<file path="config.mk">
export PLATFORM = sky130hd
export DESIGN_NAME = enc_gray_codec_flat
export DESIGN_NICKNAME = d
export VERILOG_FILES = /design/src/rtl/enc_gray_codec_pkg.sv /design/src/rtl/enc_gray_codec_if.sv /design/src/rtl/enc_gray_codec_stage.sv /design/src/rtl/enc_gray_codec.sv /design/src/flat_wrapper.sv
export SDC_FILE = /design/constraint.sdc
export NUM_CORES = 1
export LEC_CHECK = 0
export ABC_CLOCK_PERIOD_IN_PS = 1600
export CAP_MARGIN = 20
export CELL_PAD_IN_SITES_DETAIL_PLACEMENT = 0
export CELL_PAD_IN_SITES_GLOBAL_PLACEMENT = 1
export CORE_ASPECT_RATIO = 0.6
export CORE_MARGIN = 2
export CORE_UTILIZATION = 34
export CTS_CLUSTER_SIZE = 10
export DETAILED_ROUTE_END_ITERATION = 12
export PLACE_DENSITY = 0.8
export SLEW_MARGIN = 20
export SYNTH_ARGS = -nofsm -noshare
export SYNTH_HDL_FRONTEND = slang
export SYNTH_HIERARCHICAL = 1
export SYNTH_SLANG_ARGS = --single-unit
</file>
<file path="constraint.sdc">
create_clock -name clk -period 1.6 [get_ports clk]
set_clock_uncertainty 0.05 [all_clocks]
set_input_delay 0.16 -clock clk [delete_from_list [all_inputs] [get_ports clk]]
set_output_delay 0.16 -clock clk [all_outputs]
set_load 0.005 [all_outputs]
</file>
<file path="src/rtl/enc_gray_codec_pkg.sv">
// Shared types and segment arithmetic for the pipelined binary/Gray codec.
// Used by all codec files; the optional parity output is ENC_GRAY_CODEC_PARITY_EN.
package enc_gray_pkg;

    typedef enum logic {
        MODE_B2G = 1'b0,
        MODE_G2B = 1'b1
    } gray_mode_e;

    function automatic int seg_width(input int width, input int stages);
        return (width + stages - 32'sd1) / stages;
    endfunction

    // Stage k is 1-based; an empty segment yields hi < lo.
    function automatic int seg_hi(input int width, input int stages, input int k);
        return width - 32'sd1 - (k - 32'sd1) * seg_width(width, stages);
    endfunction

    function automatic int seg_lo(input int width, input int stages, input int k);
        int lo;
        lo = width - k * seg_width(width, stages);
        return (lo < 32'sd0) ? 32'sd0 : lo;
    endfunction

endpackage

</file>
<file path="src/rtl/enc_gray_codec_if.sv">
// Valid/ready bus of the binary/Gray codec: input word side and result side.
// out_parity exists only when ENC_GRAY_CODEC_PARITY_EN is defined.
interface enc_gray_codec_if #(
    parameter int WIDTH = 10
);
    logic             in_valid;
    logic             in_ready;
    logic [WIDTH-1:0] in_data;
    logic             in_mode;
    logic             out_valid;
    logic             out_ready;
    logic [WIDTH-1:0] out_data;
    logic             out_mode;
`ifdef ENC_GRAY_CODEC_PARITY_EN
    logic             out_parity;
`endif

    modport slave (
        input  in_valid, in_data, in_mode, out_ready,
        output in_ready, out_valid, out_data, out_mode
`ifdef ENC_GRAY_CODEC_PARITY_EN
        , output out_parity
`endif
    );

    modport master (
        output in_valid, in_data, in_mode, out_ready,
        input  in_ready, out_valid, out_data, out_mode
`ifdef ENC_GRAY_CODEC_PARITY_EN
        , input out_parity
`endif
    );
endinterface

</file>
<file path="src/rtl/enc_gray_codec_stage.sv">
// One pipeline stage: resolves bits [HI:LO] of a Gray-to-binary word, or the
// whole binary-to-Gray word when FIRST. Parity (ENC_GRAY_CODEC_PARITY_EN) is held by LAST.
module enc_gray_stage
    import enc_gray_pkg::*;
#(
    parameter int WIDTH = 10,
    parameter int HI    = 9,
    parameter int LO    = 5,
    parameter bit FIRST = 1'b1
`ifdef ENC_GRAY_CODEC_PARITY_EN
    , parameter bit LAST = 1'b0
`endif
) (
    input  logic             clk,
    input  logic             rst_n,
    input  logic             prev_valid,
    input  logic [WIDTH-1:0] prev_data,
    input  gray_mode_e       prev_mode,
    input  logic             next_advance,
    output logic             advance,
    output logic             valid,
    output logic [WIDTH-1:0] data,
    output gray_mode_e       mode
`ifdef ENC_GRAY_CODEC_PARITY_EN
    , input  logic           parity_in
    , output logic           parity
`endif
);
    localparam bit EMPTY    = (HI < LO);
    // The previous stage has already turned bit HI+1 into its binary value.
    localparam int SEED_IDX = (FIRST || EMPTY) ? 32'sd0 : HI + 32'sd1;

    logic             valid_r;
    logic [WIDTH-1:0] data_r;
    gray_mode_e       mode_r;
    logic [WIDTH-1:0] data_next_s;
    logic             carry_s;

    assign advance = ~valid_r | next_advance;
    assign valid   = valid_r;
    assign data    = data_r;
    assign mode    = mode_r;

    // Convert the incoming word as far as this stage is responsible for.
    always_comb begin
        data_next_s = prev_data;
        carry_s     = 1'b0;
        if (prev_mode == MODE_B2G) begin
            if (FIRST) begin
                data_next_s = prev_data ^ {1'b0, prev_data[WIDTH-1:1]};
            end else begin
                data_next_s = prev_data;
            end
        end else begin
            carry_s = FIRST ? 1'b0 : prev_data[SEED_IDX];
            for (int i = HI; i >= LO; i--) begin
                carry_s        = carry_s ^ prev_data[i];
                data_next_s[i] = carry_s;
            end
        end
    end

    // Stage register: loads whenever the stage advances and a word is offered.
    always_ff @(posedge clk or negedge rst_n) begin
        if (!rst_n) begin
            valid_r <= 1'b0;
            data_r  <= '0;
            mode_r  <= MODE_B2G;
        end else if (advance) begin
            valid_r <= prev_valid;
            if (prev_valid) begin
                data_r <= data_next_s;
                mode_r <= prev_mode;
            end
        end
    end

`ifdef ENC_GRAY_CODEC_PARITY_EN
    if (LAST) begin : g_parity
        logic parity_r;

        // Parity of the final word, loaded together with data_r.
        always_ff @(posedge clk or negedge rst_n) begin
            if (!rst_n) begin
                parity_r <= 1'b0;
            end else if (advance && prev_valid) begin
                parity_r <= parity_in ^ (^data_next_s);
            end
        end
        assign parity = parity_r;
    end else begin : g_parity_thru
        assign parity = parity_in;
    end
`endif

endmodule

</file>
<file path="src/rtl/enc_gray_codec.sv">
// Pipelined binary/Gray converter with valid/ready on both sides and per-word mode.
// Optional out_parity port: define ENC_GRAY_CODEC_PARITY_EN.
module enc_gray_codec
    import enc_gray_pkg::*;
#(
    parameter int WIDTH  = 10,
    parameter int STAGES = 2
) (
    input  logic           clk,
    input  logic           rst_n,
    enc_gray_codec_if.slave bus
);
    if (WIDTH < 32'sd2 || WIDTH > 32'sd64 || STAGES < 32'sd1 || STAGES > WIDTH) begin : g_bad_cfg
        $error("enc_gray_codec: illegal WIDTH=%0d / STAGES=%0d", WIDTH, STAGES);
    end

    logic [STAGES-1:0] valid_s;
    logic [STAGES-1:0] adv_s;
    logic [WIDTH-1:0]  data_s [STAGES];
    gray_mode_e        mode_s [STAGES];
`ifdef ENC_GRAY_CODEC_PARITY_EN
    logic [STAGES:0]   par_s;
    assign par_s[0]       = 1'b0;
    assign bus.out_parity = par_s[STAGES];
`endif

    for (genvar k = 0; k < STAGES; k++) begin : g_stage
        logic             pv_s;
        logic [WIDTH-1:0] pd_s;
        gray_mode_e       pm_s;
        logic             na_s;

        if (k == 0) begin : g_head
            assign pv_s = bus.in_valid;
            assign pd_s = bus.in_data;
            assign pm_s = gray_mode_e'(bus.in_mode);
        end else begin : g_body
            assign pv_s = valid_s[k-1];
            assign pd_s = data_s[k-1];
            assign pm_s = mode_s[k-1];
        end

        if (k == STAGES - 1) begin : g_tail
            assign na_s = bus.out_ready;
        end else begin : g_link
            assign na_s = adv_s[k+1];
        end

        enc_gray_stage #(
            .WIDTH (WIDTH),
            .HI    (seg_hi(WIDTH, STAGES, k + 1)),
            .LO    (seg_lo(WIDTH, STAGES, k + 1)),
            .FIRST (k == 0)
`ifdef ENC_GRAY_CODEC_PARITY_EN
            , .LAST (k == STAGES - 1)
`endif
        ) u_stage (
            .clk          (clk),
            .rst_n        (rst_n),
            .prev_valid   (pv_s),
            .prev_data    (pd_s),
            .prev_mode    (pm_s),
            .next_advance (na_s),
            .advance      (adv_s[k]),
            .valid        (valid_s[k]),
            .data         (data_s[k]),
            .mode         (mode_s[k])
`ifdef ENC_GRAY_CODEC_PARITY_EN
            , .parity_in  (par_s[k])
            , .parity     (par_s[k+1])
`endif
        );
    end

    // Gating with rst_n keeps the input closed for the whole reset pulse.
    assign bus.in_ready  = adv_s[0] & rst_n;
    assign bus.out_valid = valid_s[STAGES-1];
    assign bus.out_data  = data_s[STAGES-1];
    assign bus.out_mode  = mode_s[STAGES-1];

endmodule

</file>
<file path="src/flat_wrapper.sv">
// flat-port wrapper written by rule: the top's interface ports become plain ports
module enc_gray_codec_flat import enc_gray_pkg::*;
#(
    parameter int WIDTH  = 10,
    parameter int STAGES = 2
)
  (clk, rst_n, bus_in_valid, bus_in_data, bus_in_mode, bus_out_ready, bus_in_ready, bus_out_valid, bus_out_data, bus_out_mode);
  enc_gray_codec_if #(.WIDTH(WIDTH)) bus_i ();
  input  logic clk;
  input  logic rst_n;
  input wire logic [$bits(bus_i.in_valid)-1:0] bus_in_valid;
  input wire logic [$bits(bus_i.in_data)-1:0] bus_in_data;
  input wire logic [$bits(bus_i.in_mode)-1:0] bus_in_mode;
  input wire logic [$bits(bus_i.out_ready)-1:0] bus_out_ready;
  output wire logic [$bits(bus_i.in_ready)-1:0] bus_in_ready;
  output wire logic [$bits(bus_i.out_valid)-1:0] bus_out_valid;
  output wire logic [$bits(bus_i.out_data)-1:0] bus_out_data;
  output wire logic [$bits(bus_i.out_mode)-1:0] bus_out_mode;
  assign bus_i.in_valid = bus_in_valid;
  assign bus_i.in_data = bus_in_data;
  assign bus_i.in_mode = bus_in_mode;
  assign bus_i.out_ready = bus_out_ready;
  assign bus_in_ready = bus_i.in_ready;
  assign bus_out_valid = bus_i.out_valid;
  assign bus_out_data = bus_i.out_data;
  assign bus_out_mode = bus_i.out_mode;
  enc_gray_codec #(.WIDTH(WIDTH), .STAGES(STAGES)) u_core (.clk(clk), .rst_n(rst_n), .bus(bus_i));
endmodule
</file>
==> impl_results.md <==
- Status: complete, but fails checks
- Failing checks: setup timing
- VDD IR max: 0.000441 V
- Yosys warns: 6
- Register area share after synthesis: 0.498
- CP Capture Type: flip-flop
- Post-Layout Cell Count: about 200
- Pwr Density: ~1200 nW/um^2
- Drt first pass iters: 4
- TritonCTS clock tree: built
- Die Ht: approximately 50 um
- Die Area: 4060 sq um
- Fmax achieved: roughly 0.62 GHz
- Layout cell share with drive strength beyond 1: 0.203
- Commonest non-fill, non-tap cells in the layout: clkdlybuf4s50_1 (26), dfrtp_1 (23), nand2_1 (21), o21ai_0 (16), buf_4 (15)
- Lkg Pwr: approximately 0.00076 uW
- Crit path DAT: ~1.8 ns
- Commonest non-fill, non-tap cell in the layout: clkdlybuf4s50_1
- # clock sinks: 24
- Antenna violations before repair: 0
- Post-route ant nets: 0
- CTS HTree Levels: 1
- Crit Path Class: flip-flop to flip-flop
- Quantity of I/O buffers inserted on ports: 27
- Largest net degree at the start of global routing: 25
- Minimum clock period after layout: roughly 1.6 ns
- Via-to-Cell Ratio: approximately 4.6
- RSZ-0062 raised after global routing: yes
- Total power: between 1500 and 2000 uW
- Clock buffer count from CTS: 3
- First-pass GRT wire length: between 4000 and 5000 um
- Initial Utilization: 0.363
- CP Launch Type: flip-flop
- Worst hold-check path type: primary input to async pin
- Worst-path clk slew: approximately 0.090 ns
- Mapped cell area: roughly 1200 sq um
- Root Driver: clkbuf_8
- CP Max Fanout: 2
- Worst slew pin tran: between 0.3 and 0.4 ns
- Main combinational cell family by area after synthesis: simple AND/OR/NAND/NOR gates
- FF-to-FF setup slack: -0.009 ns
- Remaining DRCs: 0
- Post-synthesis mux area share: 0.0467
- Worst path required time: about 1.7 ns
- CTS max path bufs: 2
- Yosys reg bits: 24
- Synth Instances: roughly 120
- Adder-cell share of the synthesized area: 0
- # rows: 16
- Routed vias: about 940
- Fillcell total: around 320
- Placed inst area: 1600 sq um
- Post-Synth XOR/XNOR Area: 0.154
- # hold bufs at CTS: 0
- DP HPWL: 2100 um
- Die outline width: between 80 and 90 um
- Fin nets: about 170
- Maxcap violations: 0
- Yosys cell types: 28
- Final Cell Area: about 1700 sq um
- Slew Limit Fails: 0
- Simple logic cell fraction of the synthesized area: 0.159
- Grt ovf: 0
- Synth Net Count: 131
- DR WL/cell: 13.1 um
- RD Place Congestion: ~0.76
- Core area: approximately 3300 sq um
- Routed Wire Length: around 2700 um
- Hold WS: between 0.2 and 0.3 ns
- Final Setup Violations: 1
- Rel. slew slack: 0.795
- Setup ws final: -0.00914 ns
- Setup TNS: -0.00914 ns
- Placed insts: 196
- Clock Latency Late Sink: approximately 0.27 ns
- Tcrit/Tclk final: 1.01
- # diodes: 0
- Syn Area/Cell: ~10 sq um
- Vias in the first global route: between 900 and 1,000
- Detailed Route Iter0 Violations: 52
- Final Hold Viols: 0
- Gr usage total: 0.155
- P&R area growth vs syn: 40.9%
- IO Count: 28
- Complex-gate fraction of the synthesized area: 0.115
## report_power, final
group          internal (uW)  leakage (uW)  switching, uW  total (uW)
Sequential               745      0.000287           93.7         839
Combinational            441      0.000445            277         718
Clock                    220     0.0000288            193         413
## registers in the layout, indices dropped and copies added (netlist names)
name                          flops
u_core/g_stage.u_stage/mode       2
u_core/g_stage.u_stage/data      20
u_core/g_stage.u_stage/valid      2
## through the flow
stage	util	setup WS, ns
6_report	0.511	-0.00914
3_3_place_gp	0.482	-0.116
3_5_place_dp	0.482	-0.155
5_1_grt	0.511	-0.0839
2_1_floorplan	-	0.0492
4_1_cts	0.509	-0.00658
## routing by layer
metal | wire (um) | global-route usage | vias up
li1 | - | - | 471
met1 | 1400 | 0.228 | 434
met2 | 1090 | 0.222 | 29
met3 | 162 | 0.0558 | 2
met4 | 13 | 0.0254 | 0
met5 | 0 | 0 | -
## cells by family (layout without fill, tap and decap cells)
logic type | after synthesis | after routing
AO/OA/AOI/OAI | 24 | 24
XOR/XNOR | 17 | 17
buffers and inverters | 7 | 49
flip-flops | 24 | 24
multiplexers | 5 | 5
AND/OR/NAND/NOR | 39 | 39
## cells in the mapped netlist (all sizes together)
cell type	n	area, sq um
or3	1	6.26
nand2b	2	12.5
a31oi	1	6.26
nand3	1	5.00
nor2	3	11.3
or4	1	7.51
nand2	21	78.8
clkbuf	2	7.51
a21oi	2	10.0
a21o	1	7.51
o21ai	16	80.1
xor2	5	43.8
dfrtp	24	601
and2	2	12.5
o211ai	1	7.51
xnor2	10	95.1
a211oi	1	7.51
and3	2	12.5
xor3	1	23.8
o31ai	2	20.0
buf	2	15.0
mux2	5	56.3
nor2b	6	45.0
xnor3	1	22.5
inv	3	11.3
## layout make-up
cell class,instances,area [sq um],share of cell area
tap,45,56.3,0.0331
sequential,24,602,0.354
clock buffer,4,55.1,0.0324
timing repair buffer,42,383,0.225
multi-input combinational,85,592,0.348
inverter,3,11.3,0.00663
## repair_timing
| item | 4_1_cts | 5_1_grt |
|---|---|---|
| buffers inserted | 4 | 0 |
| pin swaps | 4 | 6 |
| hold endpoints to repair | 0 | 0 |
| cloned | 0 | 0 |
| endpoints found under the setup margin | 2 | 4 |
| resized for setup | 3 | 4 |
## critical path, cell delays in order (launching register included)
cell,delay (ns)
dfrtp_1,0.42
xnor2_2,0.22
xnor3_1,0.36
or3_1,0.32
a31oi_1,0.16
## worst paths after layout
path                                                    from                                end  cells after the start
max in group asynchronous                              rst_n  u_core/g_stage[0].u_stage/data[3]                      2
min                                                    rst_n     u_core/g_stage[0].u_stage/mode                      2
min in group clk           u_core/g_stage[1].u_stage/data[6]  u_core/g_stage[1].u_stage/data[6]                      2
max                        u_core/g_stage[0].u_stage/data[4]  u_core/g_stage[1].u_stage/data[0]                      4
min reg2reg                u_core/g_stage[1].u_stage/data[6]  u_core/g_stage[1].u_stage/data[6]                      2
max reg2reg                u_core/g_stage[0].u_stage/data[4]  u_core/g_stage[1].u_stage/data[0]                      4
(Power assumes the default switching activity.)
